[config.mk]
export PLATFORM = sky130hd
export DESIGN_NAME = scan_digit_capture
export DESIGN_NICKNAME = d
export VERILOG_FILES = /design/src/rtl/scan_pkg.sv /design/src/rtl/onehot_low_decode.sv /design/src/rtl/scan_digit_capture.sv
export SDC_FILE = /design/constraint.sdc
export NUM_CORES = 1
export LEC_CHECK = 0
export CAP_MARGIN = 10
export CELL_PAD_IN_SITES_DETAIL_PLACEMENT = 2
export CELL_PAD_IN_SITES_GLOBAL_PLACEMENT = 2
export CORE_MARGIN = 2
export CORE_UTILIZATION = 30
export DETAILED_ROUTE_END_ITERATION = 16
export PLACE_DENSITY_LB_ADDON = 0.05
export SYNTH_ARGS = -nofsm -noshare
export SYNTH_HDL_FRONTEND = slang
export SYNTH_SLANG_ARGS = --single-unit
[constraint.sdc]
create_clock -name clk -period 15.62 [get_ports clk]
set_clock_uncertainty 0.1 [all_clocks]
set_input_delay 3.124 -clock clk [delete_from_list [all_inputs] [get_ports clk]]
set_output_delay 3.124 -clock clk [all_outputs]
set_load 0.02 [all_outputs]
[src/rtl/scan_pkg.sv]
// Shared definitions for the 8-digit active-low scan bus (capture side and scan mux).
package scan_pkg;

  localparam int unsigned NUM_DIGITS = 8;
  localparam int unsigned DIGIT_W    = 4;
  localparam int unsigned SEL_W      = NUM_DIGITS;
  localparam int unsigned IDX_W      = $clog2(NUM_DIGITS);
  localparam int unsigned FRAME_W    = NUM_DIGITS * DIGIT_W;

  localparam logic [SEL_W-1:0] SEL_IDLE = 8'hFF;

  typedef enum logic {
    HUNT  = 1'b0,
    TRACK = 1'b1
  } state_e;

  // Digit i occupies bits [4i+3:4i] when flattened.
  typedef logic [NUM_DIGITS-1:0][DIGIT_W-1:0] digits_t;

endpackage

[src/rtl/onehot_low_decode.sv]
// Classifies an active-low select word as idle, single (with index) or multiple.
module onehot_low_decode
  import scan_pkg::*;
(
  input  logic [SEL_W-1:0] sel,
  output logic             is_idle,
  output logic             is_valid,
  output logic             is_multi,
  output logic [IDX_W-1:0] idx
);

  localparam int unsigned ZCNT_W = $clog2(NUM_DIGITS + 1);

  logic [ZCNT_W-1:0] zero_cnt;

  always_comb begin
    zero_cnt = '0;
    idx      = '0;
    for (int i = 0; i < SEL_W; i++) begin
      if (!sel[i]) begin
        zero_cnt = zero_cnt + ZCNT_W'(1);
        idx      = IDX_W'(i);
      end
    end
    is_idle  = (zero_cnt == ZCNT_W'(0));
    is_valid = (zero_cnt == ZCNT_W'(1));
    is_multi = (zero_cnt >  ZCNT_W'(1));
  end

endmodule

[src/rtl/scan_digit_capture.sv]
// Rebuilds 8-digit frames from a time-multiplexed active-low scan bus and
// publishes each complete, in-order frame atomically.
module scan_digit_capture
  import scan_pkg::*;
#(
  parameter int unsigned TIMEOUT = 1024,
  parameter int unsigned CNT_W   = 11
) (
  input  logic               clk,
  input  logic               rst,
  input  logic [SEL_W-1:0]   selmo,
  input  logic [DIGIT_W-1:0] outm,
  output logic [FRAME_W-1:0] frame_digits,
  output logic               frame_done,
  output logic [7:0]         frame_cnt,
  output logic               sel_err,
  output logic               seq_err,
  output logic               stale,
  output logic               locked
);

  localparam int unsigned     FCNT_W   = 8;
  localparam logic [IDX_W-1:0] LAST_IDX = IDX_W'(NUM_DIGITS - 1);
  localparam logic [CNT_W-1:0] CNT_LAST = CNT_W'(TIMEOUT - 1);

  state_e              state_q, state_d;
  logic [SEL_W-1:0]    sel_q, sel_d;
  logic [DIGIT_W-1:0]  val_q, val_d;
  digits_t             work_q, work_d;
  digits_t             frame_digits_q, frame_digits_d;
  logic [IDX_W-1:0]    prev_idx_q, prev_idx_d;
  logic [CNT_W-1:0]    cnt_q, cnt_d;
  logic [FCNT_W-1:0]   frame_cnt_q, frame_cnt_d;
  logic                frame_done_q, frame_done_d;
  logic                sel_err_q, sel_err_d;
  logic                seq_err_q, seq_err_d;
  logic                stale_q, stale_d;

  logic                dec_idle, dec_valid, dec_multi;
  logic [IDX_W-1:0]    dec_idx;
  logic [IDX_W-1:0]    next_idx;
  logic                in_order, idx_change, cnt_expired;
  logic                ev_sel_err, ev_seq_err, ev_stale, cap_en;

  onehot_low_decode u_decode (
    .sel      (sel_q),
    .is_idle  (dec_idle),
    .is_valid (dec_valid),
    .is_multi (dec_multi),
    .idx      (dec_idx)
  );

  assign next_idx    = prev_idx_q + IDX_W'(1);
  assign in_order    = dec_valid && ((dec_idx == prev_idx_q) || (dec_idx == next_idx));
  assign idx_change  = dec_valid && (dec_idx != prev_idx_q);
  assign cnt_expired = (cnt_q == CNT_LAST);

  always_ff @(posedge clk) begin
    if (rst) state_q <= HUNT;
    else     state_q <= state_d;
  end

  // Event priority: multi-select, then sequence error, then timeout, then capture.
  always_comb begin
    state_d    = state_q;
    ev_sel_err = 1'b0;
    ev_seq_err = 1'b0;
    ev_stale   = 1'b0;
    cap_en     = 1'b0;
    if (dec_multi) begin
      ev_sel_err = 1'b1;
      state_d    = HUNT;
    end else if (state_q == HUNT) begin
      if (dec_valid && (dec_idx == '0)) begin
        cap_en  = 1'b1;
        state_d = TRACK;
      end
    end else if (dec_valid && !in_order) begin
      ev_seq_err = 1'b1;
      if (dec_idx == '0) begin
        cap_en  = 1'b1;
        state_d = TRACK;
      end else begin
        state_d = HUNT;
      end
    end else if (!idx_change && cnt_expired) begin
      ev_stale = 1'b1;
      state_d  = HUNT;
    end else if (!dec_idle) begin
      cap_en = 1'b1;
    end
  end

  always_comb begin
    sel_d          = selmo;
    val_d          = outm;
    work_d         = work_q;
    prev_idx_d     = prev_idx_q;
    frame_digits_d = frame_digits_q;
    frame_cnt_d    = frame_cnt_q;
    frame_done_d   = 1'b0;
    sel_err_d      = ev_sel_err;
    seq_err_d      = ev_seq_err;
    stale_d        = ev_stale;
    cnt_d          = '0;
    if (cap_en) begin
      work_d[dec_idx] = val_q;
      prev_idx_d      = dec_idx;
    end
    // A capture of the last digit that advanced the index completes a frame.
    if (cap_en && idx_change && (dec_idx == LAST_IDX)) begin
      frame_digits_d = work_d;
      frame_cnt_d    = frame_cnt_q + FCNT_W'(1);
      frame_done_d   = 1'b1;
    end
    if ((state_q == TRACK) && (state_d == TRACK) && !idx_change) begin
      cnt_d = cnt_q + CNT_W'(1);
    end
  end

  always_ff @(posedge clk) begin
    if (rst) begin
      sel_q          <= SEL_IDLE;
      val_q          <= '0;
      work_q         <= '0;
      prev_idx_q     <= '0;
      cnt_q          <= '0;
      frame_digits_q <= '0;
      frame_cnt_q    <= '0;
      frame_done_q   <= 1'b0;
      sel_err_q      <= 1'b0;
      seq_err_q      <= 1'b0;
      stale_q        <= 1'b0;
    end else begin
      sel_q          <= sel_d;
      val_q          <= val_d;
      work_q         <= work_d;
      prev_idx_q     <= prev_idx_d;
      cnt_q          <= cnt_d;
      frame_digits_q <= frame_digits_d;
      frame_cnt_q    <= frame_cnt_d;
      frame_done_q   <= frame_done_d;
      sel_err_q      <= sel_err_d;
      seq_err_q      <= seq_err_d;
      stale_q        <= stale_d;
    end
  end

  assign frame_digits = frame_digits_q;
  assign frame_done   = frame_done_q;
  assign frame_cnt    = frame_cnt_q;
  assign sel_err      = sel_err_q;
  assign seq_err      = seq_err_q;
  assign stale        = stale_q;
  assign locked       = (state_q == TRACK);

endmodule

==> results_dict.tcl, run 1 <==
set metrics [dict create \
    worstReg2RegStart "sel_q[1]" \
    crit_required_ps 15760 \
    synth-edff-count 0 \
    placed_cells 772 \
    async_flop_share_pct 0 \
    nNetsFinal 593 \
    crit_fanout 42 \
    synthTopCellsByArea "dfxtp_1, mux2i_1, nand2_1" \
    min_from "cnt_q[0]" \
    p_per_area_nw_per_um2 99.6 \
    seq_area_frac_synth_pct 41.1 \
    antennaDiodeCount 0 \
    io_buffer_count 58 \
    drt_first_pass_iters 4 \
    postPlaceCellArea_um2 5500 \
    drive_gt1_share_pct 11.2 \
    drt_iter0_drc 138 \
    final_cells 788 \
    arrival_ps 6330 \
    p_leak_uw 0.00213 \
    setup_viol 0 \
    cts_htree_levels 3 \
    period_needed_ps 6190 \
    syn_area_um2 4830 \
    tightestPinTransition_ps 925 \
    syn2layout_area_growth_pct 20.5 \
    synth_top_cell_by_area "dfxtp_1" \
    ir_drop_uv 56.2 \
    clockRootBuffer "clkbuf_16" \
    cts_resized 0 \
    clkLatencyLatePin_ps 340 \
    grt_antenna_before_repair 0 \
    ant_nets 0 \
    cts_setup_buffers 0 \
    via_count 4016 \
    start_util_pct 30.5 \
    ys_types 69 \
    nFillCells 1760 \
    grt_first_pass_wirelength_mm 23.3 \
    cts_hold_buffers 0 \
    post-place-ws_ps 9360 \
    drv_cap 0 \
    syn-num-nets 560 \
    crit_type "register to register" \
    yosys_warnings 0 \
    vias_per_cell 5.10 \
    layout_commonest_cell "dfxtp_1" \
    avgSynthCellArea_um2 9.04 \
    critPathLaunchType "register" \
    rows 46 \
    dp_hpwl_mm 10.0 \
    die-height_um 131 \
    avgRoutedWirePerCell_um 17.9 \
    grt_max_degree 56 \
    clockBufferDepth 2 \
    worstSetupStartpoint "sel_q[1]" \
    cts_tree "done" \
    syn_inst 534 \
    dieWidth_um 131 \
    fmax_ghz 0.162 \
    layout_setup_ws_ps 9430 \
    end_kind "register" \
    track_usage_pct 17.5 \
    design_area_um2 5820 \
    clk_pin_slew_ps 70 \
    fin_util_pct 36.8 \
    status "completed" \
    grt_overflow 0 \
    drc 0 \
    grt_pass1_vias 4376 \
    hold_violations 0 \
    synth.top_cell.area_share_pct 41.1 \
    hold_class "register to register" \
    gp_congestion 0.746 \
    maxSlewHeadroom_pct 37.7 \
    ioPinCount 59 \
    clock-sinks 99 \
    coreArea_um2 15800 \
    drt-total-wl_mm 14.1 \
    tns_ps 0 \
    layout.cells.most_common_list "dfxtp_1, clkdlybuf4s50_1, nand2_1" \
    synth_top_flop_cell "dfxtp_1" \
    numCtsBuffers 9 \
    period_share_pct 39.6 \
    ys_ff_latch 99 \
    grt_setup_unrepaired "false" \
    drv_slew 0 \
    die_area_um2 17100 \
]
==> final timing paths <==
check | to | slack [ps] | cells past startpoint
worst max-delay path | frame_digits[20] | 9430 | 23
worst max register to register | frame_digits[20] | 9430 | 23
worst min-delay path | cnt_q[0] | 360 | 1
worst min register to register | cnt_q[0] | 360 | 1
==> flip-flops by register name, indices dropped and copies added, names as in the netlist <==
name / flops
cnt_q: 11
seq_err: 1
frame_digits: 32
stale: 1
val_q: 4
sel_err: 1
frame_done: 1
work_q: 28
sel_q: 8
locked: 1
frame_cnt: 8
prev_idx_q: 3
==> routing by layer <==
metal	GRT usage, %	share of wire [%]	up-vias	wire (um)
li1	-	-	1962	-
met1	22.5	47	2010	6650
met2	30.6	50	39	7050
met3	3.34	1.9	5	263
met4	3.75	0.76	0	107
met5	0	0	-	0
==> cell type report <==
type	instances	area, um^2	share of cell area [%]
timing repair buffer	63	613	10.5
clock buffer	9	225	3.87
sequential	99	1980	34.1
clock inverter	7	87.6	1.51
tap	216	270	4.65
multi-input combinational	381	2590	44.5
inverter	13	48.8	0.839
==> power by group <==
part / total, uW / internal [uW] / switching [uW]
clock: 233 / 127 / 106
combinational: 85.4 / 32.1 / 53.3
sequential: 261 / 255 / 6.31
==> Yosys cell counts, types with 11 or more instances <==
| master | number |
|---|---|
| nor2b_1 | 12 |
| nand2b_1 | 11 |
| nand2_1 | 45 |
| ha_1 | 12 |
| nor3_1 | 23 |
| o21ai_0 | 21 |
| a21oi_1 | 31 |
| dfxtp_1 | 99 |
| mux2i_1 | 27 |
| inv_1 | 13 |
| a31o_2 | 19 |
| nand3_1 | 24 |
| clkbuf_1 | 23 |
| nor2_1 | 35 |
| xnor2_1 | 13 |
==> worst max-delay path, stage by stage, from the launching register on <==
cell and delay, ps:
dfxtp_1 430, inv_1 90, ha_1 390, nand2b_1 200
and2_1 220, ha_1 310, nand2b_1 100, o211ai_1 120
o21ai_0 140, xnor2_1 260, o21ai_0 160, mux2_2 310
ha_1 280, nand2_1 110, o21ai_0 90, ha_1 300
nor2_1 150, a21oi_1 60, o21bai_1 250, or3_1 390
buf_4 270, inv_1 410, nand2_1 520, a31o_2 420
==> kinds of logic (layout without fill, tap and decap cells) <==
family,count (synthesis),after routing,share of synthesized area (%)
AOI/OAI and AO/OA,106,106,14.8
xor gates and xnor gates,25,25,5.91
adders and majority gates,12,12,3.11
buffers and inverters,54,92,5.29
DFF,99,99,41.1
muxes,32,32,6.77
and+or+nand+nor,206,206,23.1
==> through the flow <==
stage                     hold WS, ps  power (uW)
after floorplan                   318         331
after CTS                         353         591
after global placement            331         350
after detailed placement          338         353
after global routing              387         610
final                             361         580
Note: power is estimated with default switching activity, not from simulation.
==> run 2, diff against run 1 <==
- clock period: 15.62 -> 6.5 ns (I/O delays scaled with it)
==> results_dict.tcl, run 2 (synthesized netlist as in run 1, its figures left out) <==
set metrics [dict create \
    start_util_pct 30.5 \
    p_clk_share_pct 39.4 \
    nNetsFinal 595 \
    end_kind "register" \
    path_delay_family "simple AND/OR/NAND/NOR gates" \
    grt_max_degree 56 \
    avgRoutedWirePerCell_um 17.7 \
    ant_nets 0 \
    gr-usage-met3_pct 3.58 \
    crit_path_max_incr_delay_ps 440 \
    grt_setup_unrepaired "false" \
    layout_commonest_cell "dfxtp_1" \
    via_count 4047 \
    fmax_ghz 0.177 \
    clockRootBuffer "clkbuf_16" \
    io_buffer_count 58 \
    crit_required_ps 6650 \
    drt_first_pass_iters 4 \
    met2_usage_pct 30.3 \
    layout_setup_ws_ps 854 \
    drv_cap 0 \
    hold_depth 2 \
    track_usage_pct 17.4 \
    net-switching-power_uw 414 \
    worst_r2r_path_depth 23 \
    crit_top_cell "ha_1" \
    coreArea_um2 15800 \
    gp_congestion 0.764 \
    cts_resized 0 \
    numCtsBuffers 9 \
    antennaDiodeCount 0 \
    cts_htree_levels 3 \
    grt_overflow 0 \
    cts_hold_buffers 0 \
    drc 0 \
    fin_util_pct 36.8 \
    seq_area_um2 1980 \
    arrival_ps 5800 \
    tns_ps 0 \
    drt-total-wl_mm 14.0 \
    die_area_um2 17100 \
    clockBufferDepth 2 \
    crit_type "register to register" \
    p_leak_uw 0.00214 \
    hold_violations 0 \
    path_buf_inv 3 \
    ioPinCount 59 \
    p_per_area_nw_per_um2 236 \
    maxSlewHeadroom_pct 49.0 \
    nFillCells 1770 \
    cts_tree "done" \
    vias_per_cell 5.12 \
    drive_gt1_share_pct 11.5 \
    rows 46 \
    setup_viol 0 \
    critPathLaunchType "register" \
    grt_pass1_vias 4239 \
    grt_first_pass_wirelength_mm 22.9 \
    p_int_uw 960 \
    crit_cells 23 \
    dp_hpwl_mm 9.84 \
    syn2layout_area_growth_pct 20.5 \
    drv_slew 0 \
    grt.busiest_layer "met2" \
    tightestPinTransition_ps 758 \
    totalPowerFinal_uw 1370 \
    ir_drop_uv 128 \
    status "completed" \
    die-height_um 131 \
    drt_iter0_drc 216 \
    grt_use_met1_pct 22.0 \
    dieWidth_um 131 \
    clock-sinks 99 \
    period_needed_ps 5650 \
    clk_pin_slew_ps 80 \
    cts_setup_buffers 0 \
    clkLatencyLatePin_ps 360 \
    path_cells "inv_1 -> ha_1 -> nand2b_1 -> and2_1 -> ha_1 -> nand2b_1 -> o211ai_1 -> o21ai_0 -> xnor2_1 -> o21ai_0 -> mux2_2 -> ha_1 -> nand2_1 -> o21ai_0 -> ha_1 -> nor2_1 -> a21oi_1 -> o21bai_1 -> or3_1 -> inv_1 -> buf_4 -> nand2_1 -> a31o_2" \
    period_share_pct 86.9 \
    post-place-ws_ps 822 \
    holdWs_ps 351 \
    multiInputGateArea_um2 2590 \
    p_seq_share_pct 45.7 \
    largest_register_ff_count 32 \
    p_sw_share_pct 30.1 \
    hold_class "register to register" \
    layout.cells.most_common_list "dfxtp_1, clkdlybuf4s50_1, nand2_1" \
    grt_antenna_before_repair 0 \
    slowest_stage "dfxtp_1" \
    p_comb_share_pct 15.0 \
    crit_fanout 20 \
]
## run 2: changes by cell type in the layout (fill, tap and decap cells not counted), sizes merged
cell and delta:
clkinvlp -1, inv +1, bufinv -1, buf +2, clkinv +1
## run 2: metal layers
layer	share of wire (%)	up-vias
met1	47	2027
met4	1.1	0
met3	2.6	9
met5	0	-
li1	-	1968
met2	49	43
## run 2: power groups by stage
stage	combinational (uW)	sequential, uW	clock [uW]
2_1_floorplan	161	634	0
3_3_place_gp	203	642	0
3_5_place_dp	207	642	0
4_1_cts	209	628	562
5_1_grt	231	630	587
6_report	206	628	541
## run 2: cell type report
type,instances,share of cell area [%]
Clock inverter,7,1.25
Tap cell,216,4.65
Sequential cell,99,34.1
Multi-Input combinational cell,381,44.5
Timing Repair Buffer,65,10.8
Inverter,13,0.839
Clock buffer,9,3.87
## run 2: worst paths after layout
check	from	endpoint	slack [ps]
setup / recovery	sel_q[1]	frame_digits[20]	850
hold / removal	cnt_q[10]	cnt_q[10]	350
setup reg to reg	sel_q[1]	frame_digits[20]	850
hold reg to reg	cnt_q[10]	cnt_q[10]	350
## run 2: worst reg2reg max path: cells and delay by family (launching register included)
kind / cells / cell delay [ps]
simple gates: 7 / 1610
compound gates: 7 / 1220
buf+inv: 3 / 380
flops: 1 / 440
fa+ha+maj: 4 / 1270
mux: 1 / 310
xor+xnor: 1 / 250
## run 2: metrics by stage
step / instances / area, um^2
6_report: 790 / 5820
5_1_grt: 790 / 5820
4_1_cts: 790 / 5820
3_5_place_dp: 774 / 5520
3_3_place_gp: 774 / 5520
2_1_floorplan: 534 / 4830
